===== src/rtl/ltl_mon_pkg.sv =====
// rtl/ltl_mon_pkg.sv - shared types for the LTL monitor symbol interface
// Contents:
//   SYMBOL_W    width of one monitor symbol
//   symbol_t    one monitor symbol
//   enc_state_e encoder sequencing state (monitor held in reset / streaming)
package ltl_mon_pkg;

    localparam int SYMBOL_W = 8;

    typedef logic [SYMBOL_W-1:0] symbol_t;

    typedef enum logic {
        MON_RST = 1'b0,
        STREAM  = 1'b1
    } enc_state_e;

endpackage


===== src/rtl/ltl_sym_fifo.sv =====
// rtl/ltl_sym_fifo.sv - DEPTH x symbol synchronous FIFO with sync clear
// Ports:
//   clk_i    clock
//   rst_ni   async active-low reset (pointers only)
//   clr_i    sync clear of both pointers; wins over push and pop
//   push_i   write wdata_i (ignored when full)
//   wdata_i  symbol to write
//   pop_i    advance read pointer (ignored when empty)
//   rdata_o  head-of-queue symbol (combinational read)
//   full_o   FIFO holds DEPTH entries
//   empty_o  FIFO holds no entries
//   count_o  current occupancy 0..DEPTH
module ltl_sym_fifo
    import ltl_mon_pkg::*;
#(
    parameter  int DEPTH = 8,
    localparam int AW    = $clog2(DEPTH)
) (
    input  logic          clk_i,
    input  logic          rst_ni,
    input  logic          clr_i,
    input  logic          push_i,
    input  symbol_t       wdata_i,
    input  logic          pop_i,
    output symbol_t       rdata_o,
    output logic          full_o,
    output logic          empty_o,
    output logic [AW:0]   count_o
);

    symbol_t       mem_q [DEPTH];
    logic [AW:0]   wptr_q, wptr_d;
    logic [AW:0]   rptr_q, rptr_d;
    logic          do_push;
    logic          do_pop;

    // Pointers carry one extra wrap bit: equal pointers mean empty, equal
    // index bits with differing wrap bits mean full.
    assign empty_o = (wptr_q == rptr_q);
    assign full_o  = (wptr_q[AW] != rptr_q[AW]) &&
                     (wptr_q[AW-1:0] == rptr_q[AW-1:0]);
    assign count_o = wptr_q - rptr_q;
    assign rdata_o = mem_q[rptr_q[AW-1:0]];

    assign do_push = push_i && !full_o && !clr_i;
    assign do_pop  = pop_i && !empty_o && !clr_i;

    always_comb begin
        wptr_d = wptr_q;
        rptr_d = rptr_q;
        if (clr_i) begin
            wptr_d = '0;
            rptr_d = '0;
        end else begin
            if (do_push) wptr_d = wptr_q + 1'b1;
            if (do_pop)  rptr_d = rptr_q + 1'b1;
        end
    end

    always_ff @(posedge clk_i or negedge rst_ni) begin
        if (!rst_ni) begin
            wptr_q <= '0;
            rptr_q <= '0;
        end else begin
            wptr_q <= wptr_d;
            rptr_q <= rptr_d;
        end
    end

    // Storage needs no reset: entries are only read once written.
    always_ff @(posedge clk_i) begin
        if (do_push) mem_q[wptr_q[AW-1:0]] <= wdata_i;
    end

endmodule


===== src/rtl/ltl_symbol_encoder.sv =====
// rtl/ltl_symbol_encoder.sv - packs proposition vectors into monitor symbols and sequences monitor reset
// Ports:
//   clk_i         clock
//   rst_ni        async active-low reset
//   flush_i       drop buffered symbols and restart the monitor
//   prop_valid_i  proposition vector valid
//   prop_i        atomic-proposition vector
//   prop_ready_o  encoder can accept prop_i (combinational from registered state)
//   symbols_o     symbol to the monitor
//   run_o         monitor steps on symbols_o this cycle
//   mon_reset_o   active-high synchronous reset to the monitor
//   drop_cnt_o    saturating count of dropped events
//   busy_o        FIFO non-empty or monitor still held in reset
module ltl_symbol_encoder
    import ltl_mon_pkg::*;
#(
    parameter int NPROP        = 8,
    parameter int DEPTH        = 8,
    parameter int RST_CYCLES   = 2,
    parameter int DROP_ON_FULL = 0,
    parameter int DROP_W       = 16
) (
    input  logic              clk_i,
    input  logic              rst_ni,
    input  logic              flush_i,
    input  logic              prop_valid_i,
    input  logic [NPROP-1:0]  prop_i,
    output logic              prop_ready_o,
    output logic [7:0]        symbols_o,
    output logic              run_o,
    output logic              mon_reset_o,
    output logic [DROP_W-1:0] drop_cnt_o,
    output logic              busy_o
);

    localparam int AW    = $clog2(DEPTH);
    // Counter only ever holds RST_CYCLES-1 down to 0.
    localparam int CNT_W = $clog2(RST_CYCLES);
    localparam logic [CNT_W-1:0] CNT_LOAD = CNT_W'(RST_CYCLES - 1);

    enc_state_e        state_q;
    logic [CNT_W-1:0]  cnt_q;
    logic              mon_reset_q;
    logic              run_q;
    symbol_t           sym_q;
    logic              busy_q;
    logic [DROP_W-1:0] drop_q, drop_d;

    symbol_t           fifo_rdata;
    logic              fifo_full;
    logic              fifo_empty;
    logic [AW:0]       fifo_cnt;
    logic [AW:0]       fifo_cnt_nxt;

    logic              in_stream;
    logic              push;
    logic              pop;
    logic              drop_evt;
    symbol_t           push_sym;

    assign in_stream = (state_q == STREAM);

    assign prop_ready_o = (DROP_ON_FULL != 0) ? 1'b1 : (!fifo_full && in_stream);

    // Fullness is taken before any same-cycle pop, so a full FIFO refuses
    // the push even while it is being drained.
    assign push = prop_valid_i && prop_ready_o && in_stream && !fifo_full && !flush_i;
    assign pop  = in_stream && !fifo_empty && !flush_i;

    // Only in drop mode can an offered event be lost; in backpressure mode
    // the producer keeps it until prop_ready_o allows it in.
    assign drop_evt = (DROP_ON_FULL != 0) && prop_valid_i &&
                      (flush_i || !in_stream || fifo_full);

    assign push_sym = SYMBOL_W'(prop_i);

    // Occupancy after this edge, used to register busy_o without a cycle lag.
    assign fifo_cnt_nxt = fifo_cnt + (AW + 1)'(push) - (AW + 1)'(pop);

    ltl_sym_fifo #(
        .DEPTH (DEPTH)
    ) u_fifo (
        .clk_i   (clk_i),
        .rst_ni  (rst_ni),
        .clr_i   (flush_i),
        .push_i  (push),
        .wdata_i (push_sym),
        .pop_i   (pop),
        .rdata_o (fifo_rdata),
        .full_o  (fifo_full),
        .empty_o (fifo_empty),
        .count_o (fifo_cnt)
    );

    always_ff @(posedge clk_i or negedge rst_ni) begin
        if (!rst_ni) begin
            state_q     <= MON_RST;
            cnt_q       <= CNT_LOAD;
            mon_reset_q <= 1'b1;
            run_q       <= 1'b0;
            sym_q       <= '0;
            busy_q      <= 1'b1;
        end else if (flush_i) begin
            // symbols_o keeps its last value; only run_o qualifies it.
            state_q     <= MON_RST;
            cnt_q       <= CNT_LOAD;
            mon_reset_q <= 1'b1;
            run_q       <= 1'b0;
            busy_q      <= 1'b1;
        end else begin
            case (state_q)
                MON_RST: begin
                    run_q <= 1'b0;
                    if (cnt_q == '0) begin
                        state_q     <= STREAM;
                        mon_reset_q <= 1'b0;
                        busy_q      <= (fifo_cnt_nxt != '0);
                    end else begin
                        cnt_q  <= cnt_q - 1'b1;
                        busy_q <= 1'b1;
                    end
                end
                STREAM: begin
                    mon_reset_q <= 1'b0;
                    run_q       <= pop;
                    if (pop) sym_q <= fifo_rdata;
                    busy_q      <= (fifo_cnt_nxt != '0);
                end
                default: begin
                    state_q     <= MON_RST;
                    cnt_q       <= CNT_LOAD;
                    mon_reset_q <= 1'b1;
                    run_q       <= 1'b0;
                    busy_q      <= 1'b1;
                end
            endcase
        end
    end

    // Drop counter survives flush; only rst_ni clears it.
    always_comb begin
        drop_d = drop_q;
        if (drop_evt && (drop_q != {DROP_W{1'b1}})) drop_d = drop_q + 1'b1;
    end

    always_ff @(posedge clk_i or negedge rst_ni) begin
        if (!rst_ni) drop_q <= '0;
        else         drop_q <= drop_d;
    end

    assign symbols_o   = sym_q;
    assign run_o       = run_q;
    assign mon_reset_o = mon_reset_q;
    assign drop_cnt_o  = drop_q;
    assign busy_o      = busy_q;

endmodule


===== config.mk =====
export PLATFORM = sky130hd
export DESIGN_NAME = ltl_symbol_encoder
export DESIGN_NICKNAME = d
export VERILOG_FILES = /design/src/rtl/ltl_mon_pkg.sv /design/src/rtl/ltl_sym_fifo.sv /design/src/rtl/ltl_symbol_encoder.sv
export SDC_FILE = /design/constraint.sdc
export NUM_CORES = 1
export LEC_CHECK = 0
export BUFFER_PORTS_ARGS = -buffer_cell sky130_fd_sc_hd__clkbuf_2
export CORE_UTILIZATION = 52
export DETAILED_ROUTE_END_ITERATION = 8
export PLACE_DENSITY = 0.85
export SYNTH_ARGS = -nofsm -noshare
export SYNTH_HDL_FRONTEND = slang
export SYNTH_HIERARCHICAL = 1
export SYNTH_SLANG_ARGS = --single-unit

===== constraint.sdc =====
create_clock -name clk_i -period 3.5 [get_ports clk_i]
set_input_delay 0.7 -clock clk_i [delete_from_list [all_inputs] [get_ports clk_i]]
set_output_delay 0.7 -clock clk_i [all_outputs]
set_load 0.03 [all_outputs]

# Word level (Yosys, flattened, before mapping)
# Memories as Yosys holds them, arrays and structs flattened. A register that Yosys moved wholly into a read port is not among the register bits.
# Cells that the tools add are included.
[totals]
register_bits = 13
ramBits = 64
in_bits = 12
mem_count = 1
[memory_table]
columns = ["memory", "depth", "width", "read_ports", "rd_ports_with_merged_regs", "write_ports", "line_no", "text"]
rows = [
  ["u_fifo.mem_q", 8, 8, 1, 1, 1, "ltl_sym_fifo.sv:31", "symbol_t mem_q [DEPTH];"],
]
[op_classes]
n_addsub = 6
n_eq_ne = 5
n_mux = 20
bitwise_logic = 2
n_reduce_logical = 20
[ops]
columns = ["op", "n"]
rows = [
  ["$mux 4", 4],
  ["$mux 1", 13],
  ["$logic_and 1x1->1", 12],
  ["$add 4x1->4 const B", 2],
  ["$pmux 1 s2", 3],
  ["$add 4x1->4", 1],
  ["$eq 4x4->1", 1],
  ["$logic_not 1->1", 4],
  ["$reduce_bool 2->1", 2],
  ["$reduce_bool 4->1", 1],
  ["$sub 4x1->4", 1],
  ["$sub 4x4->4", 1],
  ["$eq 3x3->1", 1],
  ["$ne 3x3->1 const B", 1],
  ["$reduce_and 3->1", 1],
  ["$ne 2x2->1 const B", 1],
  ["$not 1->1", 2],
  ["$ne 1x1->1", 1],
  ["$sub 1x1->1 const B", 1],
]

# Longest topological paths before layout
# Gate-level depths: netlist (run 1).
[logic_depth]
ltp_word = 14
mapped_depth = 16
depth_no_buf = 14

# Modules after synthesis
# Netlist (run 1), hierarchy kept.
[modules_own_cells]
columns = ["module", "n_inst", "cells_each", "area_per_inst_um2", "seq_area_each_um2"]
rows = [
  ["ltl_sym_fifo", 1, 178, 3039.2, 2122.0],
  ["ltl_symbol_encoder", 1, 66, 748.2, 329.1],
]

# Least setup slack after synthesis (run 1)
# OpenSTA, ideal clock, no wires.
[synth_timing]
path_kind = "flip-flop to flip-flop"
start = "register u_fifo.rptr_q[1]"
end = "memory u_fifo/mem_q[1][0] (netlist name), enable pin"
setup_time_ns = 0.398
t_arrival_ns = 3.220
setup_slack_ns = -0.117
stages_incl_launch_ff = 10
path_buffers = 2
cell_sequence = "dfrtp_1 -> buf_2 -> buf_2 -> inv_1 -> ha_1 -> nand3_4 -> nor2_1 -> nor4b_1 -> o21ai_4 -> nor4b_1"
[synth_via]
elab_chain_len = 12
[synth_lines]
columns = ["item", "line_no", "text"]
rows = [
  ["start: declaration", "ltl_sym_fifo.sv:33", "logic [AW:0] rptr_q, rptr_d;"],
  ["start signal: assignment", "ltl_sym_fifo.sv:66", "rptr_q <= rptr_d;"],
  ["$eq 3x3->1 *", "ltl_sym_fifo.sv:41", "(wptr_q[AW-1:0] == rptr_q[AW-1:0]);"],
  ["$logic_and 1x1->1 *", "ltl_sym_fifo.sv:40", "assign full_o = (wptr_q[AW] != rptr_q[AW]) &&"],
  ["named net fifo_full", "ltl_symbol_encoder.sv:50", "logic fifo_full;"],
  ["$logic_not 1->1 *", "ltl_symbol_encoder.sv:63, ltl_symbol_encoder.sv:67", ""],
  ["$logic_and 1x1->1", "ltl_symbol_encoder.sv:63", "assign prop_ready_o = (DROP_ON_FULL != 0) ? 1'b1 : (!fifo_full && in_stream);"],
  ["$logic_and 1x1->1 (2 in series)", "ltl_symbol_encoder.sv:67", "assign push = prop_valid_i && prop_ready_o && in_stream && !fifo_full && !flush_i;"],
  ["$logic_and 1x1->1 * (2 in series)", "ltl_symbol_encoder.sv:67", ""],
  ["named net push", "ltl_symbol_encoder.sv:56", "logic push;"],
  ["$logic_and 1x1->1 * (2 in series)", "ltl_sym_fifo.sv:45", "assign do_push = push_i && !full_o && !clr_i;"],
  ["$mux 1 *", "ltl_sym_fifo.sv:72", "if (do_push) mem_q[wptr_q[AW-1:0]] <= wdata_i;"],
  ["$mux 1 (not written as such) *", "ltl_sym_fifo.sv:72", ""],
  ["end: declaration", "ltl_sym_fifo.sv:31", ""],
]
# The timed path passes the listed nets; every way through them passes the cells marked *.

# Final worst setup path (run 1)
[layout_timing]
start = "register u_fifo.rptr_q[2]"
end = "register busy_q, in the netlist busy_o"
[layout_via]
elab_chain_len = 14
elab_cells_between_ends = 19
cone_classes = "add/sub (3); eq/ne (2); mux (3); reduce/logical (11)"
[layout_lines]
columns = ["item", "line_no", "text"]
rows = [
  ["$eq 3x3->1 *", "ltl_sym_fifo.sv:41", ""],
  ["$logic_and 1x1->1 *", "ltl_sym_fifo.sv:40", ""],
  ["named net fifo_full", "ltl_symbol_encoder.sv:50", ""],
  ["$logic_not 1->1 *", "ltl_symbol_encoder.sv:63, ltl_symbol_encoder.sv:67", ""],
  ["$logic_and 1x1->1", "ltl_symbol_encoder.sv:63", ""],
  ["$logic_and 1x1->1 (2 in series)", "ltl_symbol_encoder.sv:67", ""],
  ["$logic_and 1x1->1 * (2 in series)", "ltl_symbol_encoder.sv:67", ""],
  ["named net push", "ltl_symbol_encoder.sv:56", ""],
  ["$add 4x1->4 *", "ltl_symbol_encoder.sv:78", "assign fifo_cnt_nxt = fifo_cnt + (AW + 1)'(push) - (AW + 1)'(pop);"],
  ["$sub 4x1->4 *", "ltl_symbol_encoder.sv:78", ""],
  ["$reduce_bool 4->1 *", "ltl_symbol_encoder.sv:117, ltl_symbol_encoder.sv:127", ""],
  ["$mux 1", "ltl_symbol_encoder.sv:114", "if (cnt_q == '0) begin"],
  ["$pmux 1 s2 *", "ltl_symbol_encoder.sv:111", "case (state_q)"],
  ["$mux 1 *", "ltl_symbol_encoder.sv:103", "end else if (flush_i) begin"],
  ["end signal: assignment", "ltl_symbol_encoder.sv:117", "busy_q <= (fifo_cnt_nxt != '0);"],
  ["end signal: assignment", "ltl_symbol_encoder.sv:127", "busy_q <= (fifo_cnt_nxt != '0);"],
  ["end: declaration", "ltl_symbol_encoder.sv:46", "logic busy_q;"],
]
# Marks and branches as above.
# A chain may end at the register's enable or synchronous reset.

==> results of run 1 <==
## worst max-delay path by stage
stage	end	slack [ps]
floorplan	u_fifo/mem_q[6][0]	-2
global placement	busy_o	470
detailed placement	busy_o	330
CTS	busy_o	290
global route	busy_o	50
finish	busy_o	290
## cell type report
class	count	area [um2]
clock buffer	9	124
clock inverter	7	55.1
fill	527	2700
inverter	15	56.3
multi-input combinational	137	1190
sequential	85	2450
tap	96	120
timing repair buffer	36	213
## state kept, by name, summed over array words and instances (netlist names)
name / cells
in_stream: 1
u_fifo/mem_q: 64
u_fifo/wptr_q: 4
symbols_o: 8
cnt_q: 1
run_o: 1
mon_reset_o: 1
u_fifo/rptr_q: 4
busy_o: 1
## worst register-to-register path: stages (launching register included)
cell and delay, ps:
dfrtp_1 520, inv_2 160, ha_1 410, nand3_4 170, nor2_1 70, nor4b_1 390
inv_1 90, ha_1 290, inv_1 60, ha_1 150, inv_1 50, fa_1 370
xnor2_1 140, nor3b_1 170, o211ai_1 100
## per-layer routing
metal / track usage, % / up-vias
li1: - / 943
met1: 25.9 / 1009
met2: 31.5 / 76
met3: 4.55 / 11
met4: 9.24 / 0
met5: 0 / -
## power groups by stage
stage,Combinational [mW],Clock (mW),Sequential (mW)
after detailed placement,0.201,0,1.16
after global routing,0.215,0.688,1.14
after floorplan,0.0884,0,1.22
final,0.199,0.630,1.14
after CTS,0.201,0.645,1.14
after global placement,0.196,0,1.16
## cell families (layout without fill, tap and decap cells)
logic type	Yosys count	count (layout)	synth area share, %
buf+inv	37	67	5.72
simple gates	59	59	7.66
flops	85	85	64.7
xor+xnor	12	12	2.97
other cells	1	16	0.0990
compound gates	13	13	2.38
mux	26	26	12.4
fa+ha+maj	11	11	4.03
## placed cells by master, fill, tap and decap left out, drive strengths merged
| cell | netlist | layout |
|---|---|---|
| nor3 | 5 | 5 |
| dfrtp | 18 | 18 |
| xnor2 | 9 | 9 |
| clkbuf | 1 | 32 |
| edfxtp | 64 | 64 |
| o21ai | 2 | 2 |
| a21o | 2 | 2 |
| o211ai | 3 | 3 |
| a21oi | 6 | 6 |
| inv | 15 | 19 |
| conb | 1 | 16 |
| nor2 | 14 | 14 |
| mux2i | 2 | 2 |
| clkinv | 0 | 3 |
| buf | 21 | 13 |
| mux4 | 16 | 16 |
| nor3b | 1 | 1 |
| nor4 | 4 | 4 |
| nand3 | 2 | 2 |
| nor4b | 2 | 2 |
| mux2 | 8 | 8 |
| and3 | 2 | 2 |
| nand2 | 26 | 26 |
| fa | 2 | 2 |
| xor2 | 3 | 3 |
| nand2b | 1 | 1 |
| dfstp | 3 | 3 |
| nand4 | 2 | 2 |
| ha | 9 | 9 |
## metrics by stage
stage	cells	util, %
finish	385	60.9
floorplan	259	-
global route	385	60.9
detailed placement	369	58.3
global placement	369	58.3
CTS	385	60.9
==> flow_metrics.py, run 1 <==
metrics = {
    "setup_path": {
        "reg2reg_setup_slack_ps": 290,
        "r2r-end": "busy_o",
        "critPathKind": "reg2reg",
        "path_depth": 14,
        "cp_slowest_cell": "dfrtp_1",
        "critical_path.startpoint_type": "register",
        "worstPathMaxFanout": 10,
        "cp-end-kind": "register",
        "path_cells": "inv_2 -> ha_1 -> nand3_4 -> nor2_1 -> nor4b_1 -> inv_1 -> ha_1 -> inv_1 -> ha_1 -> inv_1 -> fa_1 -> xnor2_1 -> nor3b_1 -> o211ai_1",
        "cpPeakStageDelay_ps": 520,
        "path_buf_inv": 4,
        "worstPathRequired_ps": 3770,
        "arrival_ps": 3480,
        "reg2regPathDepth": 14,
        "worstSetupStartpoint": "u_fifo/rptr_q[2]",
        "cpLargestDelayFamily": "adder cells",
        "rr_startpoint": "u_fifo/rptr_q[2]",
    },
    "yosys": {
        "synth.most_common_cell": "edfxtp_1",
        "async_flop_share_pct": 24.7,
        "ys_seq_area_share_pct": 64.7,
        "synth_commonest_cells": "64 x edfxtp_1, 26 x nand2_1, 18 x buf_4, 18 x dfrtp_1, 16 x mux4_2",
        "synthTopCellsByArea": "edfxtp_1 51%, dfrtp_1 12%, mux4_2 9.5%, buf_4 3.6%, ha_1 3.0%",
        "synth_flop_cell": "edfxtp_1",
        "synth_top_area_share_pct": 50.7,
        "ys_ff_latch": 85,
        "yosys.area.top_type": "edfxtp_1",
        "synth_edf_count": 64,
        "syn_inst": 244,
        "syn-cell-area_mm2": 0.00379,
        "synth_warnings": 6,
        "avgSynthCellArea_um2": 15.5,
        "synth.distinct_cells": 36,
    },
    "grt": {
        "grt_usage_pct": 19.8,
        "grt_max_degree": 22,
        "antenna_found_initial": 0,
        "grt_pass1_wl_um": 10500,
        "grt_pass1_vias": 2043,
        "overflow": 0,
    },
    "route": {
        "routedWlPerCell_um": 16.8,
        "drc_errors": 0,
        "num_vias": 2039,
        "antenna_left": 0,
        "vias_per_cell": 5.30,
        "drt-met1-wl_um": 2850,
        "routed.top_layer": "met4",
        "wirelength_um": 6460,
        "drt_iter0_markers": 182,
        "firstDrtPassIters": 4,
        "wl_met2_um": 3140,
        "met3_length_um": 332,
    },
    "run": {
        "max_cap_viol_count": 0,
    },
    "sta": {
        "worst_hold_slack_ps": 310,
        "max_freq_ghz": 0.312,
        "finalCritPeriodShare_pct": 91.6,
        "maxSlewHeadroom_pct": 64.8,
        "rsz0062_at_grt": "false",
        "slew_violations": 0,
        "setup_viol": 0,
        "hold_violations": 0,
        "tightest_slew_ps": 524,
        "timing.final.crit_period_ps": 3210,
        "fin_ws_ps": 293,
        "setup_tns_ps": 0,
        "skew_ps": 8.02,
    },
    "pwr": {
        "switching_share_pct": 26.4,
        "ir_drop_mv": 0.280,
        "p_switching_mw": 0.520,
        "p_seq_share_pct": 57.9,
        "power_leakage_nw": 1.62,
        "pwr_density_cell_mw_per_mm2": 468,
        "p_int_mw": 1.45,
        "total_power_mw": 1.97,
        "power_frac_comb_pct": 10.1,
        "clkPwrFrac_pct": 32.0,
    },
    "clocking": {
        "clkSinkCount": 85,
        "root_buffer": "clkbuf_8",
        "hold_buffers": 0,
        "htree_levels": 3,
        "cts_buffer_depth": 2,
        "cts_tree": "done",
        "cts_buffers": 9,
        "cts_setup_buffers": 0,
        "cts_resized": 0,
        "cts.clk_slew.worst_paths_ps": 90,
        "clk_latency_ps": 360,
    },
    "placed_design": {
        "dpl_worst_slack_ps": 333,
        "io_buffer_count": 23,
        "gp_congestion": 0.835,
        "place_area_mm2": 0.00403,
        "dp_hpwl_um": 4520,
    },
    "floorplanning": {
        "die_y_um": 87.3,
        "rows": 30,
        "die_w_um": 87.3,
        "core_area_mm2": 0.00691,
        "dieArea_mm2": 0.00763,
        "io-pin-count": 40,
        "initial_utilization_pct": 54.8,
    },
    "finish": {
        "nets": 307,
        "diodes": 0,
        "final_cell_area_mm2": 0.00421,
        "drive_above_1_share_pct": 30.1,
        "syn2layout_area_growth_pct": 11.1,
    },
    "run_status": {
        "outcome": "complete, no violations",
    },
    "min_path": {
        "hold_class": "in2async",
    },
}
No activity file was read; power rests on OpenSTA's default activity.
==> run 2, diff against run 1 <==
Settings changed: CORE_ASPECT_RATIO set to 1.1, GPL_TIMING_DRIVEN set to 0.
==> run 2 against run 1 <==
Against the previous run: first-iteration DRC count grew 15%; clock skew about the same; power rose by 6.6%; global-route usage about the same; via count up 2.5%; die area is essentially flat; maximum frequency grew 1.4%; combinational power grew 9%; sequential share of layout area down 2.4 points; register-to-register slack gained 50 ps; critical path type unchanged; critical endpoint unchanged; largest power group unchanged; highest routed layer unchanged.
==> flow_metrics.py, run 2 (same netlist as run 1, synthesis figures left out) <==
metrics = {
    "placed_design": {
        "gp_congestion": 0.772,
        "dp_hpwl_um": 4550,
        "io_buffer_count": 23,
        "dpl_worst_slack_ps": -993,
        "place_area_mm2": 0.00412,
        "placedCellCount": 370,
    },
    "route": {
        "vias_per_cell": 5.41,
        "drt_iter0_markers": 210,
        "firstDrtPassIters": 4,
        "routedWlPerCell_um": 17.2,
        "drc_errors": 0,
        "antenna_left": 0,
        "wirelength_um": 6650,
        "num_vias": 2089,
    },
    "min_path": {
        "hold_class": "in2async",
    },
    "clocking": {
        "clk_latency_ps": 350,
        "htree_levels": 3,
        "cts_buffers": 9,
        "cts_buffer_depth": 2,
        "cts.clk_slew.worst_paths_ps": 80,
        "clkSinkCount": 85,
        "cts_tree": "done",
        "root_buffer": "clkbuf_8",
    },
    "pwr": {
        "p_switching_mw": 0.501,
        "power_frac_comb_pct": 10.3,
        "p_int_mw": 1.60,
        "power_leakage_nw": 1.70,
        "pwr_density_cell_mw_per_mm2": 478,
        "p_seq_share_pct": 54.3,
        "clkPwrFrac_pct": 35.3,
        "switching_share_pct": 23.9,
        "ir_drop_mv": 0.326,
    },
    "floorplanning": {
        "dieArea_mm2": 0.00763,
        "rows": 32,
        "core_area_mm2": 0.00705,
        "io-pin-count": 40,
        "initial_utilization_pct": 53.7,
        "die_w_um": 83.4,
        "die_y_um": 91.5,
    },
    "finish": {
        "syn2layout_area_growth_pct": 16.0,
        "diodes": 0,
        "final_cell_area_mm2": 0.00439,
        "nets": 319,
        "stdcell_count": 386,
        "fillCellCount": 508,
        "mostFrequentLayoutCell": "edfxtp_1",
        "mostFrequentLayoutCells": "64 x edfxtp_1, 26 x nand2_1, 24 x buf_4",
        "regArea_mm2": 0.00245,
        "drive_above_1_share_pct": 35.2,
        "largest_reg_flops": 64,
        "multi_input_area_mm2": 0.00125,
        "fin_util_pct": 62.3,
    },
    "setup_path": {
        "rr_startpoint": "u_fifo/rptr_q[1]",
        "path_depth": 15,
        "critical_path.startpoint_type": "register",
        "worstPathMaxFanout": 19,
        "arrival_ps": 3430,
        "path_cells": "buf_4 -> inv_1 -> ha_1 -> nand3_4 -> nor2_1 -> nor4b_4 -> inv_1 -> ha_1 -> inv_1 -> ha_1 -> inv_1 -> fa_1 -> xnor2_1 -> nor3b_1 -> o211ai_1",
        "worstPathRequired_ps": 3760,
        "crit_path_frequent_cell": "inv_1",
        "cp_slowest_cell": "dfrtp_1",
        "reg2regPathDepth": 15,
        "critPathKind": "reg2reg",
        "path_buf_inv": 5,
        "cp-end-kind": "register",
        "cpLargestDelayFamily": "adder cells",
        "r2r-end": "busy_o",
        "reg2reg_setup_slack_ps": 340,
        "cpPeakStageDelay_ps": 410,
    },
    "grt": {
        "grt_max_degree": 22,
        "grt_usage_pct": 19.8,
        "grt_pass1_vias": 2092,
        "grt_pass1_wl_um": 11000,
        "overflow": 0,
        "antenna_found_initial": 0,
    },
    "sta": {
        "finalCritPeriodShare_pct": 90.3,
        "rsz0062_at_grt": "false",
        "slew_violations": 0,
        "skew_ps": 8.26,
        "max_freq_ghz": 0.316,
        "timing.final.crit_period_ps": 3160,
        "fin_ws_ps": 338,
        "worst_hold_slack_ps": 333,
        "hold_violations": 0,
        "tightest_slew_ps": 943,
        "maxSlewHeadroom_pct": 36.8,
        "setup_viol": 0,
    },
    "run": {
        "max_cap_viol_count": 0,
    },
    "run_status": {
        "outcome": "complete, no violations",
    },
}
## run 2: cell count changes in the layout (fill, tap and decap cells not counted), sizes merged
cell      before  now
clkinv         3    0
buf           13   25
inv           19   16
clkbuf        32   34
clkinvlp       0    2
bufinv         0    2
## run 2: layer usage
layer  track usage, %  up-vias  share of wire (%)
li1                 -      966                  -
met1             26.0     1036                 42
met2             32.0       75                 50
met3             4.27       12                5.6
met4             8.62        0                2.0
met5                0        -                  0
## run 2: repair_timing
item / in CTS / in global routing
hold buffers: 0 / 0
setup endpoints to repair: 65 / 1
setup buffers: 1 / 1
pin swaps: 2 / 1
resized for setup: 9 / 1
## run 2: metrics by stage
step | power [mW] | TNS [ps]
global route | 2.18 | 0
global placement | 1.37 | -55300
detailed placement | 1.38 | -40940
floorplan | 1.31 | -57.1
finish | 2.10 | 0
CTS | 2.12 | 0
## run 2: final cells by class
cell class                 count  area share (%)
timing repair buffer          28            3.48
multi-input combinational    137            28.6
tap                           85            2.42
inverter                      15            1.28
buffer                        20            3.50
sequential                    85            55.8
clock inverter                 5            1.91
clock buffer                  11            2.99
## run 2: how the worst max path moves through the flow
stage / start / end / slack [ps]
CTS: u_fifo/rptr_q[1] / busy_o / 10
detailed placement: u_fifo/rptr_q[1] / u_fifo/mem_q[7][2] / -990
floorplan: u_fifo/rptr_q[1] / u_fifo/mem_q[6][0] / -2
global placement: u_fifo/rptr_q[1] / u_fifo/mem_q[2][2] / -1190
finish: u_fifo/rptr_q[1] / busy_o / 340
global route: u_fifo/rptr_q[1] / busy_o / 30
## run 2: worst reg2reg max path: stages (launching register included)
cell and delay (ps):
dfrtp_1 410, buf_4 300, inv_1 80, ha_1 340, nand3_4 130, nor2_1 90
nor4b_4 290, inv_1 80, ha_1 270, inv_1 50, ha_1 150, inv_1 50
fa_1 370, xnor2_1 140, nor3b_1 200, o211ai_1 130
## run 2: power by group through the flow
stage                     sequential (mW)  clock [mW]  combinational [mW]
final                                1.14       0.741               0.217
after global routing                 1.15       0.801               0.232
after CTS                            1.14       0.760               0.218
after detailed placement             1.16           0               0.214
after global placement               1.16           0               0.209
after floorplan                      1.22           0              0.0884
